===== src/rtl/riscv_multicycle_control.sv =====
// Main control FSM for the multi-cycle RV32I datapath: sequences fetch, decode,
// execute, memory and writeback, with a memory wait timeout and a retire counter.
module riscv_multicycle_control #(
   parameter int MAX_WAIT = 0,
   parameter int CNT_W    = 32
) (
   input  logic             clk,
   input  logic             rst_n,
   input  logic [6:0]       opcode,
   input  logic             zero,
   input  logic             mem_ready,
   output logic             mem_req,
   output logic             mem_we,
   output logic             iord,
   output logic             ir_write,
   output logic             pc_write,
   output logic [1:0]       pc_src,
   output logic [1:0]       alu_op,
   output logic [1:0]       alu_src_a,
   output logic [1:0]       alu_src_b,
   output logic             reg_write,
   output logic [1:0]       mem_to_reg,
   output logic             trap,
   output logic [3:0]       state,
   output logic [CNT_W-1:0] instret
);

   localparam logic [6:0] OP_R    = 7'b0110011;
   localparam logic [6:0] OP_I    = 7'b0010011;
   localparam logic [6:0] OP_LW   = 7'b0000011;
   localparam logic [6:0] OP_SW   = 7'b0100011;
   localparam logic [6:0] OP_BEQ  = 7'b1100011;
   localparam logic [6:0] OP_JAL  = 7'b1101111;

   typedef enum logic [3:0] {
      ST_FETCH     = 4'd0,
      ST_DECODE    = 4'd1,
      ST_MEM_ADDR  = 4'd2,
      ST_MEM_READ  = 4'd3,
      ST_MEM_WB    = 4'd4,
      ST_MEM_WRITE = 4'd5,
      ST_EXEC_R    = 4'd6,
      ST_EXEC_I    = 4'd7,
      ST_ALU_WB    = 4'd8,
      ST_BRANCH    = 4'd9,
      ST_JAL       = 4'd10,
      ST_TRAP      = 4'd11
   } state_t;

   state_t cur_state, nxt_state;
   logic   retire;
   logic   timeout;

   // NOTE: sequential state uses non-blocking assignments so every flop samples pre-edge values.
   always_ff @(posedge clk or negedge rst_n) begin
      if (!rst_n) cur_state <= ST_FETCH;
      else        cur_state <= nxt_state;
   end

   // NOTE: every always_comb output gets a default first, so no path can infer a latch.
   always_comb begin
      nxt_state = cur_state;
      retire    = 1'b0;
      case (cur_state)
         ST_FETCH: begin
            if (mem_ready)    nxt_state = ST_DECODE;
            else if (timeout) nxt_state = ST_TRAP;
         end
         ST_DECODE: begin
            case (opcode)
               OP_R:          nxt_state = ST_EXEC_R;
               OP_I:          nxt_state = ST_EXEC_I;
               OP_LW, OP_SW:  nxt_state = ST_MEM_ADDR;
               OP_BEQ:        nxt_state = ST_BRANCH;
               OP_JAL:        nxt_state = ST_JAL;
               default:       nxt_state = ST_TRAP;
            endcase
         end
         ST_MEM_ADDR:  nxt_state = (opcode == OP_SW) ? ST_MEM_WRITE : ST_MEM_READ;
         ST_MEM_READ: begin
            if (mem_ready)    nxt_state = ST_MEM_WB;
            else if (timeout) nxt_state = ST_TRAP;
         end
         ST_MEM_WRITE: begin
            if (mem_ready) begin
               nxt_state = ST_FETCH;
               retire    = 1'b1;
            end else if (timeout) begin
               nxt_state = ST_TRAP;
            end
         end
         ST_EXEC_R, ST_EXEC_I: nxt_state = ST_ALU_WB;
         ST_MEM_WB, ST_ALU_WB, ST_BRANCH, ST_JAL: begin
            nxt_state = ST_FETCH;
            retire    = 1'b1;
         end
         ST_TRAP:  nxt_state = ST_TRAP;
         default:  nxt_state = ST_TRAP;
      endcase
   end

   // NOTE: outputs are forced to zero while rst_n is low so no enable can pulse during reset.
   always_comb begin
      mem_req    = 1'b0;
      mem_we     = 1'b0;
      iord       = 1'b0;
      ir_write   = 1'b0;
      pc_write   = 1'b0;
      pc_src     = 2'b00;
      alu_op     = 2'b00;
      alu_src_a  = 2'b00;
      alu_src_b  = 2'b00;
      reg_write  = 1'b0;
      mem_to_reg = 2'b00;
      trap       = 1'b0;
      if (rst_n) begin
         case (cur_state)
            ST_FETCH: begin
               mem_req   = 1'b1;
               alu_src_b = 2'b01;
               ir_write  = mem_ready;
               pc_write  = mem_ready;
            end
            ST_DECODE: begin
               alu_src_a = 2'b01;
               alu_src_b = 2'b10;
            end
            ST_MEM_ADDR: begin
               alu_src_a = 2'b10;
               alu_src_b = 2'b10;
            end
            ST_MEM_READ: begin
               mem_req = 1'b1;
               iord    = 1'b1;
            end
            ST_MEM_WB: begin
               reg_write  = 1'b1;
               mem_to_reg = 2'b01;
            end
            ST_MEM_WRITE: begin
               mem_req = 1'b1;
               iord    = 1'b1;
               mem_we  = 1'b1;
            end
            ST_EXEC_R: begin
               alu_src_a = 2'b10;
               alu_op    = 2'b10;
            end
            ST_EXEC_I: begin
               alu_src_a = 2'b10;
               alu_src_b = 2'b10;
               alu_op    = 2'b10;
            end
            ST_ALU_WB: reg_write = 1'b1;
            ST_BRANCH: begin
               alu_src_a = 2'b10;
               alu_op    = 2'b01;
               pc_src    = 2'b01;
               pc_write  = zero;
            end
            ST_JAL: begin
               pc_write   = 1'b1;
               pc_src     = 2'b01;
               reg_write  = 1'b1;
               mem_to_reg = 2'b10;
            end
            ST_TRAP:  trap = 1'b1;
            default:  trap = 1'b0;
         endcase
      end
   end

   // Counting only while a request is pending and unacknowledged also clears it on entry to any request state.
   if (MAX_WAIT > 0) begin : g_wait
      localparam int WAIT_W = $clog2(MAX_WAIT + 1);
      logic [WAIT_W-1:0] wait_cnt;

      always_ff @(posedge clk or negedge rst_n) begin
         if (!rst_n)                     wait_cnt <= '0;
         else if (mem_req && !mem_ready) wait_cnt <= wait_cnt + WAIT_W'(1);
         else                            wait_cnt <= '0;
      end

      assign timeout = mem_req && !mem_ready && (wait_cnt == WAIT_W'(MAX_WAIT - 1));
   end else begin : g_no_wait
      assign timeout = 1'b0;
   end

   always_ff @(posedge clk or negedge rst_n) begin
      if (!rst_n)      instret <= '0;
      else if (retire) instret <= instret + CNT_W'(1);
   end

   assign state = cur_state;

endmodule

===== config.mk =====
export PLATFORM = sky130hd
export DESIGN_NAME = riscv_multicycle_control
export DESIGN_NICKNAME = d
export VERILOG_FILES = /design/src/rtl/riscv_multicycle_control.sv
export SDC_FILE = /design/constraint.sdc
export NUM_CORES = 1
export LEC_CHECK = 0
export ABC_AREA = 1
export CORE_AREA = 8 8 132 73
export CTS_CLUSTER_DIAMETER = 80
export DETAILED_ROUTE_END_ITERATION = 10
export DIE_AREA = 0 0 140 81
export PLACE_DENSITY_LB_ADDON = 0.08
export SKIP_LAST_GASP = 1
export SYNTH_ARGS = -nofsm -noshare
export SYNTH_HDL_FRONTEND = slang
export SYNTH_SLANG_ARGS = --single-unit

===== constraint.sdc =====
create_clock -name clk -period 1.6 [get_ports clk]
set_input_delay 0.32 -clock clk [delete_from_list [all_inputs] [get_ports clk]]
set_output_delay 0.32 -clock clk [all_outputs]
set_load 0.02 [all_outputs]

==> flow_metrics.env <==
export IMPL_status="finished with violations"
export IMPL_violations="setup timing"
export IMPL_pwr_share_comb_pct=4.3
export IMPL_synth_largest_area_cell="dfrtp_1"
export IMPL_synth_area_leaders="dfrtp_1 35%, nand2_1 27%, nor2_1 10%"
export IMPL_power_switching_mw=0.436
export IMPL_yosysUniqueCellTypes=29
export IMPL_diodes=0
export IMPL_fin_nets=550
export IMPL_fp_dieH_um=81
export IMPL_hold_class="in2async"
export IMPL_drive_above_1_share_pct=23.2
export IMPL_leakage_nw=1.96
export IMPL_dr_total_vias=2944
export IMPL_drcViolationCount=0
export IMPL_crit_arrival_ns=1.47
export IMPL_drt_iter0_markers=207
export IMPL_timing_final_ws_setup_ns=-0.192
export IMPL_switching_share_pct=21.8
export IMPL_internal_power_mw=1.57
export IMPL_syn_area_mm2=0.00261
export IMPL_grt_usage_pct=16.7
export IMPL_finalCriticalPeriod_ns=1.79
export IMPL_start_util_pct=33.8
export IMPL_htree_levels=2
export IMPL_fin_util_pct=51.5
export IMPL_via_per_inst=4.61
export IMPL_cts_buffers=5
export IMPL_grt_overflow=0
export IMPL_critPathLaunch="state[0]$_DFFE_PN0P_"
export IMPL_cp_start_kind="flop"
export IMPL_hold_viol_final=0
export IMPL_irDropWorstVdd_v=0.000325
export IMPL_design_area_mm2=0.00397
export IMPL_crit_required_ns=1.28
export IMPL_pwr_share_seq_pct=45.5
export IMPL_synthFlopType="dfrtp_1"
export IMPL_path_class="reg2out"
export IMPL_grt_pass1_vias=2689
export IMPL_fin_crit_sh_pct=112
export IMPL_synthTopCellsByCount="188 x nand2_1, 71 x nor2_1, 43 x inv_1"
export IMPL_final_antenna_net_count=0
export IMPL_cts_sinks=36
export IMPL_dpl_instance_area_mm2=0.00368
export IMPL_hold_buffers=0
export IMPL_clk_pin_slew_ns=0.06
export IMPL_final_max_slew_viol_count=0
export IMPL_synth_edff_count=0
export IMPL_critPathMaxFanout=5
export IMPL_yosysWarnings=0
export IMPL_die_area_mm2=0.0113
export IMPL_clkLatencyLatePin_ns=0.29
export IMPL_place_ws_ns=-0.437
export IMPL_syn_nets=438
export IMPL_grt_max_degree=37
export IMPL_endpoint_kind="output port"
export IMPL_async_flop_share_pct=100
export IMPL_die_w_um=140
export IMPL_grt_pass1_wl_mm=14.7
export IMPL_clock_root_buffer="clkbuf_16"
export IMPL_post_drt_wl_per_cell_um=14.3
export IMPL_synth_compound_area_share_pct=4.03
export IMPL_gp_congestion=0.880
export IMPL_rsz0062_at_grt="true"
export IMPL_rows=23
export IMPL_post_dp_hpwl_mm=7.05
export IMPL_synthSimpleGateAreaFrac_pct=47.2
export IMPL_dpl_cell_count=627
export IMPL_yosys_area_share_adder_pct=0.480
export IMPL_synth_ff_latch_count=36
export IMPL_fin_cells=639
export IMPL_synth_seq_area_share_pct=34.5
export IMPL_clockBufferDepth=2
export IMPL_synth_top_family_by_area="simple AND/OR/NAND/NOR gates"
export IMPL_p_clk_share_pct=50.3
export IMPL_setup_violations=42
export IMPL_syn_inst=426
export IMPL_antenna_found_initial=0
export IMPL_powerDensity_mw_per_mm2=505
export IMPL_synth_top_area_share_pct=34.5
export IMPL_fmax_mhz=558
export IMPL_muxShareOfSynthArea_pct=0
export IMPL_syn2layout_area_growth_pct=52.2
export IMPL_io_pins=64
export IMPL_routed_wl_mm=9.13
export IMPL_syn_area_per_cell_um2=6.12
export IMPL_fin_skew_ns=0.00785
export IMPL_synthXorXnorAreaFrac_pct=4.36
export IMPL_yosysMostFrequentCell="nand2_1"
export IMPL_cts_tree="built"
export IMPL_io_buffers=62
export IMPL_coreArea_mm2=0.00771
export IMPL_reg2reg_from="state[1]$_DFFE_PN0P_"
export IMPL_drt_pass1_iter_count=7
export IMPL_maxCapViolCount=0
layer usage:
metal  GRT usage (%)  vias up  part of all wire (%)
met5               0        -                     0
met4            3.54        0                  0.74
met3            4.74        8                   8.9
met2            20.1       79                    34
met1            26.9     1322                    57
li1                -     1535                     -
timing repair:
item / in CTS / in global routing
gates cloned: 3 / 0
setup buffers: 1 / 1
resized for setup: 141 / 32
setup endpoints to repair: 70 / 48
pin swaps: 4 / 5
area by class of cell:
type	count	area, µm²
flip-flops and latches	36	906
well taps	100	125
repair buffers	112	1000
multi-input cells	338	1620
clock buffers	7	143
clock inverters	1	7.51
fillers	817	3740
inverters	45	169
worst paths after layout:
| check | to | slack (ns) | cells past startpoint |
|---|---|---|---|
| worst min register to register | instret[31]$_DFFE_PN0P_ | 0.52 | 2 |
| max in group asynchronous | state[2]$_DFFE_PN0P_ | 1.00 | 3 |
| worst min-delay path | instret[20]$_DFFE_PN0P_ | 0.22 | 3 |
| worst max-delay path | mem_req | -0.19 | 6 |
| worst max register to register | instret[5]$_DFFE_PN0P_ | -0.07 | 10 |
| min in group clk | instret[31]$_DFFE_PN0P_ | 0.52 | 2 |
power groups by stage:
stage,Clock (mW),Sequential [mW],Combinational [mW]
2_1_floorplan,0,0.927,0.0216
4_1_cts,1.03,0.911,0.0863
6_report,1.01,0.911,0.0858
5_1_grt,1.08,0.910,0.0966
3_5_place_dp,0,0.927,0.0858
3_3_place_gp,0,0.927,0.0859
sequential cells by signal, summed over array words and instances, names as in the netlist:
register	flops
instret	32
state	4
cells in the final DEF (no fill, tap or decap), types with 3 or more instances in the layout:
cell	synthesis	routed
a21oi_2	0	5
buf_2	0	3
buf_4	2	51
buf_6	4	9
clkbuf_16	0	5
clkdlybuf4s50_1	0	9
dfrtp_1	36	32
dfrtp_2	0	4
dlygate4sd2_1	0	36
inv_1	43	35
inv_2	2	10
nand2_1	188	180
nand2_2	1	6
nand2_4	0	3
nand3_1	27	27
nand3b_1	4	4
nand4_1	3	3
nor2_1	71	59
nor2_2	4	9
nor2_4	1	8
o21ai_0	5	4
o21ai_1	5	5
xor2_1	12	12
per-stage QoR:
| stage | TNS, ns | hold slack (ns) | power [mW] |
|---|---|---|---|
| after floorplan | -0.0427 | 0.0244 | 0.949 |
| after global placement | -5.15 | 0.517 | 1.01 |
| after detailed placement | -5.11 | 0.518 | 1.01 |
| after CTS | -2.94 | 0.250 | 2.03 |
| after global routing | -6.76 | 0.280 | 2.09 |
| final | -2.82 | 0.219 | 2.00 |
kinds of logic after synthesis:
logic type               count (synthesis)
other                                    1
adder cells (fa/ha/maj)                  1
AO/OA/AOI/OAI                           19
flip-flops                              36
AND/OR/NAND/NOR                        303
XOR/XNOR                                13
buffers and inverters                   53
critical path: stages, from the launching register on:
cell and delay, ns:
dfrtp_2 0.45, buf_4 0.14, nand2_1 0.08, inv_2 0.10, nand2_2 0.08, a31oi_1 0.17, buf_4 0.16
(Power assumes the default switching activity.)
